===== src/rtl/shiftreg_rw_ctrl.sv =====
// Upstream controller for the Clock_SR gate: shifts a latched config word out MSB-first
// while capturing the chip's serial readback, then presents it on dout with a valid pulse.
module shiftreg_rw_ctrl #(
  parameter int unsigned WIDTH     = 170,
  parameter int unsigned CNT_WIDTH = 8
) (
  input  logic                 clk,
  input  logic                 rst,
  input  logic                 start,
  input  logic [WIDTH-1:0]     din,
  input  logic                 data_in,
  output logic                 sr_start,
  output logic [CNT_WIDTH-1:0] count,
  output logic                 data_out,
  output logic [WIDTH-1:0]     dout,
  output logic                 busy,
  output logic                 valid
);

  typedef enum logic [1:0] {StIdle, StShift, StDone} state_e;

  localparam logic [CNT_WIDTH-1:0] LastCnt = CNT_WIDTH'(WIDTH - 1);

  state_e               state_q, state_d;
  logic [WIDTH-1:0]     shreg_q, shreg_d;
  logic [WIDTH-1:0]     dout_q, dout_d;
  logic [CNT_WIDTH-1:0] count_q, count_d;
  logic                 sr_start_q, sr_start_d;
  logic                 data_out_q, data_out_d;
  logic                 busy_q, busy_d;
  logic                 valid_q, valid_d;

  always_comb begin
    state_d    = state_q;
    shreg_d    = shreg_q;
    dout_d     = dout_q;
    count_d    = count_q;
    sr_start_d = 1'b0;
    data_out_d = data_out_q;
    busy_d     = busy_q;
    valid_d    = 1'b0;

    case (state_q)
      StIdle: begin
        count_d    = '0;
        data_out_d = 1'b0;
        busy_d     = 1'b0;
        if (start) begin
          shreg_d    = din;
          state_d    = StShift;
          sr_start_d = 1'b1;
          busy_d     = 1'b1;
          data_out_d = din[WIDTH-1];
        end
      end

      StShift: begin
        // Readback enters at the LSB; after WIDTH shifts the first bit received sits at the MSB.
        shreg_d = {shreg_q[WIDTH-2:0], data_in};
        if (count_q == LastCnt) begin
          state_d    = StDone;
          count_d    = '0;
          data_out_d = 1'b0;
        end else begin
          count_d    = count_q + CNT_WIDTH'(1);
          data_out_d = shreg_q[WIDTH-2];
        end
      end

      StDone: begin
        dout_d     = shreg_q;
        valid_d    = 1'b1;
        busy_d     = 1'b0;
        count_d    = '0;
        data_out_d = 1'b0;
        state_d    = StIdle;
      end

      default: begin
        state_d    = StIdle;
        count_d    = '0;
        data_out_d = 1'b0;
        busy_d     = 1'b0;
      end
    endcase
  end

  always_ff @(posedge clk or posedge rst) begin
    if (rst) begin
      state_q    <= StIdle;
      shreg_q    <= '0;
      dout_q     <= '0;
      count_q    <= '0;
      sr_start_q <= 1'b0;
      data_out_q <= 1'b0;
      busy_q     <= 1'b0;
      valid_q    <= 1'b0;
    end else begin
      state_q    <= state_d;
      shreg_q    <= shreg_d;
      dout_q     <= dout_d;
      count_q    <= count_d;
      sr_start_q <= sr_start_d;
      data_out_q <= data_out_d;
      busy_q     <= busy_d;
      valid_q    <= valid_d;
    end
  end

  assign sr_start = sr_start_q;
  assign count    = count_q;
  assign data_out = data_out_q;
  assign dout     = dout_q;
  assign busy     = busy_q;
  assign valid    = valid_q;

endmodule

===== config.mk =====
export PLATFORM = sky130hd
export DESIGN_NAME = shiftreg_rw_ctrl
export DESIGN_NICKNAME = d
export VERILOG_FILES = /design/src/rtl/shiftreg_rw_ctrl.sv
export SDC_FILE = /design/constraint.sdc
export NUM_CORES = 1
export LEC_CHECK = 0
export CAP_MARGIN = 25
export CORE_ASPECT_RATIO = 0.7
export CORE_MARGIN = 2
export CORE_UTILIZATION = 54
export DETAILED_ROUTE_END_ITERATION = 10
export GPL_TIMING_DRIVEN = 0
export PLACE_DENSITY = 0.85
export SYNTH_ARGS = -nofsm -noshare
export SYNTH_HDL_FRONTEND = slang
export SYNTH_SLANG_ARGS = --single-unit

===== constraint.sdc =====
create_clock -name clk -period 33.4 [get_ports clk]
set_input_delay 6.68 -clock clk [delete_from_list [all_inputs] [get_ports clk]]
set_output_delay 6.68 -clock clk [all_outputs]
set_load 0.05 [all_outputs]

# Word-level counts from Yosys, hierarchy flattened
# Index checks and enable logic that the tools add are counted.
# classes
addsub	1
reduce_logical	4
n_mux	14
eq_ne	5
# op_table
operator	n
one-hot mux 170 bit (2 select lines)	1
two-way mux 170 bit	1
two-way mux 8 bit	2
adder 8 x 1 -> 8 bit (second input constant)	1
equality test 8 bit (second input constant)	1
two-way mux 1 bit	5
two-way mux 2 bit	2
inequality test 2 bit (second input constant)	2
one-hot mux 1 bit (2 select lines)	2
one-hot mux 2 bit (2 select lines)	1
AND reduction 2 bit	2
equality test 2 x 1 -> 1 bit (second input constant)	1
equality test 2 bit (second input constant)	1
logical NOT 2 bit	1
nonzero test 2 bit	1
# totals
wordCells	32
in_bits	174
regBits	354
out_inout_bits	182

# Depth between registers and ports, before layout
# Gate-level depths: netlist of the first run.
# logic_depth
word_depth	3
depth_mapped	6
ltp_nobuf	5

# Worst setup path before layout of the first run
# No wires, ideal clock.
# synth_path
path_type	input to register
from	in start
to	reg shreg_q[107]
arrival_ns	7.462
slack_ns	25.802
cell_stages	4
setup_ns	0.136
required_ns	33.264
path_buffers	2
path_cell_list	o21bai_1 buf_2 clkbuf_1 o21ai_0
# synth_via
elab_chain_cells	2
# synth_lines
item	line	text
start, declared	9	input logic start,
inequality test 2 bit (no line)	--	
AND reduction 2 bit (no line)	--	
end signal, assigned	100	shreg_q <= shreg_d;
end, declared	25	logic [WIDTH-1:0] shreg_q, shreg_d;
# Every way passes these cells.
# A chain may end at the register's enable or synchronous reset.

# Worst setup path in the final report of the first run
# layout_path
from	reg count_q[5], in the netlist count[5]
to	out count[5]
# layout_lines
item	line	text
start, declared	27	logic [CNT_WIDTH-1:0] count_q, count_d;
start signal, assigned	102	count_q <= count_d;
end, declared	13	output logic [CNT_WIDTH-1:0] count,
# No word-level cell between the ends.

==> run summary, run 1 <==
Run status = finished clean
Combined flip-flop and latch cell area = 8860 um2
Final setup viols = 0
PD cells = 44.4 nW/um2
CP bufs+invs = 1
Clock group share of total power = 47.4%
Hold Path Class = flop to flop
Max VDD drop = 0.0000335 V
Total CTS buffers = 36
Mapped Area = 14800 um2
Unrepaired setup endpoints after global routing = false
Final WL = 39500 um
Port bufs = 355
Largest net degree at the start of global routing = 131
Layout overhead on the synthesized area = 35.9%
Period utilization = 25.6%
Dpl hpwl = 27600 um
Syn Inst Count = 1164
DRT Pass-1 Iters = 5
NetSw = 0.181 mW
Worst path arrival time = 1.87 ns
Minimum clock period = 8.55 ns
Syn. warnings = 0
Distinct cells, synth = 32
Number of core rows = 50
Die Width = 202 um
Worst Setup Start Kind = flop
Num ports = 356
Fin nets = 1735
Sequential-to-total area share from yosys stat = 59.9%
DRC viols = 0
Gate power share = 3.9%
Max Clk Rate = 0.117 GHz
Worst Path Class, Setup = flop to output port
Fill cells = 1749
Slew @ Worst Pin = 0.722 ns
CTS Hold Bufs = 0
Maxcap violations = 0
Clk buf depth = 3
Skew-Pair Late Insertion Delay = 0.52 ns
Tot GR Track Use = 27.8%
Top delay family on crit path = buffers and inverters
Hold WS = 0.484 ns
Util after Layout = 74.9%
Die Ht = 142 um
CTS resizes = 0
Setup Buffers After CTS = 0
Avg Inst Size Synth = 12.7 um2
H-tree levels = 2
Critical Path RT = 26.72 ns
Vias in the first global route = 10918
Final count of hold timing violations = 0
CTS root buffer = clkbuf_16
Crit-path max FO = 8
Final TNS setup = 0 ns
Fin worst setup slack = 24.85 ns
Slowest stage delay, CP = 0.89 ns
Initial antenna violation count = 6
DR vias = 10667
First-pass GRT wire length = 62300 um
GRT overflow = 0
Worst slew margin = 51.8%
WL/cell = 20.2 um
Crit. End Element = output port
Syn_nets = 1340
Worst slack, placed = 24.71 ns
Worst-path cell chain = clkdlybuf4s50_1
CTS tree = built
Register bit total from synthesis = 354
Cell at the slowest stage of the critical path = clkdlybuf4s50_1
Starting Density = 55.1%
Internal power = 0.711 mW
Layout cell share with drive strength beyond 1 = 13.1%
Pleak = 8.84 nW
Die ar. = 28700 um2
Net Sw Frac = 20.3%
Clock Sink Count = 354
Clock transition at path regs = 0.06 ns
GP Congestion = 0.856
Area occupied by multi-input gates = 5340 um2
Max Slew Vio Count = 0
Vias per Instance = 5.47
Worst Skew = 0.00940 ns
DRT antenna net count = 0
Core Area = 26800 um2
Seq pwr share = 48.7%
DRT iter0 DRCs = 631
[worst paths after layout]
| path | cells past startpoint | slack (ns) | start | endpoint |
|---|---|---|---|---|
| hold reg to reg | 2 | 0.48 | dout[168] | dout[168] |
| max in group asynchronous | 3 | 25.57 | rst | shreg_q[129] |
| hold / removal | 2 | 0.48 | dout[168] | dout[168] |
| setup reg to reg | 4 | 31.52 | state_q[1] | shreg_q[107] |
| setup / recovery | 1 | 24.85 | count[5] | count[5] |
| min in group asynchronous | 2 | 6.70 | rst | dout[24] |
[registers in the layout (all words and copies together), names as in the netlist]
register / cells
data_out: 1
shreg_q: 170
sr_start: 1
dout: 170
valid: 1
count: 8
busy: 1
state_q: 2
[synth_stat cells, drive strengths merged]
master / count / share of area [%]
a21oi: 6 / 0.20
a22oi: 10 / 0.51
a31oi: 1 / 0.042
and3b: 3 / 0.18
buf: 56 / 3.2
clkbuf: 23 / 0.58
dfrtp: 354 / 60
ha: 2 / 0.17
inv: 7 / 0.18
mux2: 169 / 13
mux2i: 157 / 11
nand2: 177 / 4.5
nand2b: 3 / 0.13
nand3: 4 / 0.14
nand3b: 1 / 0.051
nand4: 1 / 0.042
nand4bb: 1 / 0.076
nor2: 5 / 0.13
nor2b: 1 / 0.042
nor4: 1 / 0.042
o21ai: 174 / 5.9
o21bai: 1 / 0.051
o311ai: 1 / 0.11
o31a: 1 / 0.059
or3: 2 / 0.085
xnor2: 1 / 0.059
xor2: 2 / 0.12
[cells by family (layout without fill, tap and decap cells)]
family          Yosys count  count (layout)  synth area share [%]
mux                     326             326                  23.5
buf+inv                  86             506                  3.94
simple gates            199             199                  5.40
compound gates          194             194                  6.87
fa+ha+maj                 2               2                 0.169
xor+xnor                  3               3                 0.178
other cells               0               3                     0
flops                   354             354                  59.9
[metrics by stage]
step | power [mW] | area [um2] | instances
finish | 0.892 | 20100 | 1951
global route | 0.921 | 20100 | 1949
CTS | 0.901 | 20100 | 1948
detailed placement | 0.478 | 18900 | 1885
global placement | 0.476 | 18800 | 1883
floorplan | 0.452 | 14800 | 1164
[metal layers]
layer / up-vias / routed length, um / global-route usage, %
met3: 74 / 2840 / 7.49
met5: - / 24 / 0
met2: 338 / 18600 / 43.8
met1: 5409 / 17000 / 38.2
li1: 4842 / - / -
met4: 4 / 1040 / 8.55
[cell type report]
cell class	instances	area share [%]
sequential	354	44.1
inverter	7	0.168
antenna	3	0.0374
timing repair buffer	357	18.0
multi-input combinational	724	26.6
tap	364	2.27
buffer	79	2.77
clock inverter	14	1.10
clock buffer	49	5.03
[power by group through the flow]
stage | Clock (mW) | Combinational [mW] | Sequential (mW)
final | 0.423 | 0.0350 | 0.434
after global routing | 0.448 | 0.0383 | 0.434
after CTS | 0.431 | 0.0356 | 0.434
after detailed placement | 0 | 0.0353 | 0.442
after global placement | 0 | 0.0337 | 0.442
after floorplan | 0 | 0.00968 | 0.442
[layout by cell type, fill, tap and decap left out]
cell type / n
clkdlybuf4s50_1: 355
dfrtp_1: 354
nand2_1: 177
mux2i_1: 157
o21ai_1: 102
mux2_2: 92
mux2_1: 77
o21ai_0: 72
clkbuf_16: 37
clkbuf_1: 31
buf_2: 27
buf_8: 11
a22oi_1: 10
buf_6: 9
buf_4: 9
clkinv_2: 8
inv_1: 6
a21oi_1: 6
bufinv_16: 6
nor2_1: 5
nand3_1: 4
clkbuf_8: 4
diode_2: 3
nand2b_1: 3
and3b_1: 3
or3_1: 2
xor2_1: 2
ha_1: 2
buf_16: 2
o21bai_1: 1
nand4bb_1: 1
o311ai_2: 1
nand3b_1: 1
o31a_1: 1
a31oi_1: 1
xnor2_1: 1
nor2b_1: 1
nand4_1: 1
inv_8: 1
nor4_1: 1
(Power assumes the default switching activity.)
==> run 2: changes to the inputs <==
--- a/config.mk
+++ b/config.mk
@@ -8,10 +8,10 @@
 export CAP_MARGIN = 25
 export CORE_ASPECT_RATIO = 0.7
 export CORE_MARGIN = 2
-export CORE_UTILIZATION = 54
+export CORE_UTILIZATION = 50
 export DETAILED_ROUTE_END_ITERATION = 10
 export GPL_TIMING_DRIVEN = 0
-export PLACE_DENSITY = 0.85
+export PLACE_DENSITY = 0.79
 export SYNTH_ARGS = -nofsm -noshare
 export SYNTH_HDL_FRONTEND = slang
 export SYNTH_SLANG_ARGS = --single-unit
==> constraint.sdc (replaced) <==
create_clock -name clk -period 8 [get_ports clk]
set_input_delay 1.6 -clock clk [delete_from_list [all_inputs] [get_ports clk]]
set_output_delay 1.6 -clock clk [all_outputs]
set_load 0.05 [all_outputs]
==> run 2 against run 1 <==
Effect of this change: first-iteration DRC count is 17% higher; non-clock buffer count is 7 higher; register-to-register slack lost 25 ns; sequential share of layout area fell by 0.34 points; combinational power rose to 4.4 times the previous value; sequential power grew to 4.2 times the previous value; global-route usage decreased by 2.3 points; wire length decreased by 0.74%; final cell count grew 1.1%; utilization down 5.1 points; critical endpoint unchanged; largest cell class unchanged.
==> run summary, run 2 (synthesis results as in run 1) <==
Final instance area = 20200 um2
Slew @ Worst Pin = 0.799 ns
Num ports = 356
Area occupied by multi-input gates = 5340 um2
Util after Layout = 69.8%
Reg2Reg Depth = 4
Final setup viols = 0
Vias in the first global route = 10938
DRC viols = 0
CTS root buffer = clkbuf_16
Port bufs = 355
Worst Path Class, Setup = flop to output port
DRT antenna net count = 0
DP Area = 19000 um2
Period utilization = 43.6%
Skew-Pair Late Insertion Delay = 0.52 ns
Max VDD drop = 0.000146 V
Fin nets = 1741
CTS Hold Bufs = 0
CP bufs+invs = 1
Worst Setup Start Kind = flop
Commonest non-fill, non-tap cells in the layout = clkdlybuf4s50_1 (355), dfrtp_1 (354), nand2_1 (177), mux2i_1 (157), o21ai_1 (102)
Maxcap violations = 0
Max Clk Rate = 0.287 GHz
Largest net degree at the start of global routing = 44
Layout overhead on the synthesized area = 37.0%
Reg-to-reg endpoint = shreg_q[84]
Fill cells = 2062
NetSw = 0.769 mW
Number of core rows = 52
First-pass GRT wire length = 61600 um
Hold path depth = 1
Hold worst-path end = dout[15]
Run status = finished clean
Combined flip-flop and latch cell area = 8860 um2
Starting Density = 50.9%
Dpl hpwl = 28300 um
WL/cell = 19.9 um
Die Ht = 148 um
Clock transition at path regs = 0.06 ns
Hold Path Origin = dout[15]
Crit-path max FO = 8
Critical Path RT = 6.40 ns
R2R Path Start = state_q[0]
Clock Sink Count = 354
DRT Pass-1 Iters = 5
Seq pwr share = 48.6%
Vias per Instance = 5.33
Final WL = 39200 um
Clock group share of total power = 47.3%
Max Slew Vio Count = 0
DRT iter0 DRCs = 740
Slowest stage delay, CP = 0.88 ns
DR vias = 10506
Final count of hold timing violations = 0
Worst Skew = 0.00767 ns
Unrepaired setup endpoints after global routing = false
Worst slack, placed = 4.32 ns
Most common cell after layout, fill and taps aside = clkdlybuf4s50_1
Clk buf depth = 3
Die ar. = 31000 um2
Gate power share = 4.1%
GP Congestion = 0.850
Net Sw Frac = 20.6%
Minimum clock period = 3.49 ns
Worst path arrival time = 1.89 ns
Worst R2R Setup Slack = 6.14 ns
Fin worst setup slack = 4.51 ns
Hold Path Class = flop to flop
CTS tree = built
Setup Buffers After CTS = 0
Worst-path cell chain = clkdlybuf4s50_1
H-tree levels = 2
Tot GR Track Use = 25.5%
GRT overflow = 0
Total power = 3.73 mW
CTS resizes = 0
Initial antenna violation count = 5
Worst slew margin = 46.6%
Crit. End Element = output port
Internal power = 2.96 mW
Cell at the slowest stage of the critical path = clkdlybuf4s50_1
Top delay family on crit path = buffers and inverters
Layout cell share with drive strength beyond 1 = 13.6%
Pleak = 8.90 nW
PD cells = 184 nW/um2
Core Area = 29000 um2
Die Width = 209 um
Total CTS buffers = 35
run 2: how the worst max path moves through the flow:
stage | startpoint | to | slack, ns | depth (start not counted)
floorplan | rst | busy | 1.66 | 1
global placement | rst | dout[104] | -0.73 | 2
detailed placement | rst | dout[121] | 4.32 | 6
CTS | count[5] | count[5] | 4.50 | 1
global route | count[5] | count[5] | 4.46 | 1
finish | count[5] | count[5] | 4.51 | 1
run 2: layer usage:
layer | vias up | track usage (%) | wire length (um)
met2 | 322 | 38.9 | 17300
met1 | 5244 | 35.7 | 17800
met4 | 4 | 7.55 | 1040
li1 | 4871 | - | -
met5 | - | 0 | 27
met3 | 65 | 7.39 | 3010
run 2: stage by stage:
step / TNS [ns] / std cells / hold slack, ns
after floorplan: 0 / 1164 / 0.443
after global placement: -248.86 / 1897 / 0.469
after detailed placement: 0 / 1906 / 0.480
after CTS: 0 / 1969 / 0.494
after global routing: 0 / 1969 / 0.502
final: 0 / 1972 / 0.488
run 2: final cells by class:
| type | instances | area share [%] |
|---|---|---|
| timing repair buffer | 364 | 18.5 |
| tap | 378 | 2.34 |
| antenna | 3 | 0.0371 |
| clock buffer | 52 | 5.35 |
| multi-input combinational | 724 | 26.4 |
| buffer | 79 | 2.74 |
| inverter | 7 | 0.148 |
| clock inverter | 11 | 0.791 |
| sequential | 354 | 43.8 |
run 2: power groups by stage:
stage               clock network, mW  logic, mW  registers (mW)
finish                           1.77      0.154            1.81
floorplan                           0     0.0407            1.85
CTS                              1.79      0.157            1.81
global route                     1.87      0.168            1.81
detailed placement                  0      0.155            1.85
global placement                    0      0.142            1.85
run 2: worst register-to-register path, stage by stage (launching register included):
cell	delay, ns
dfrtp_1	0.40
o21bai_1	0.31
buf_2	0.41
clkbuf_1	0.45
o21ai_1	0.15
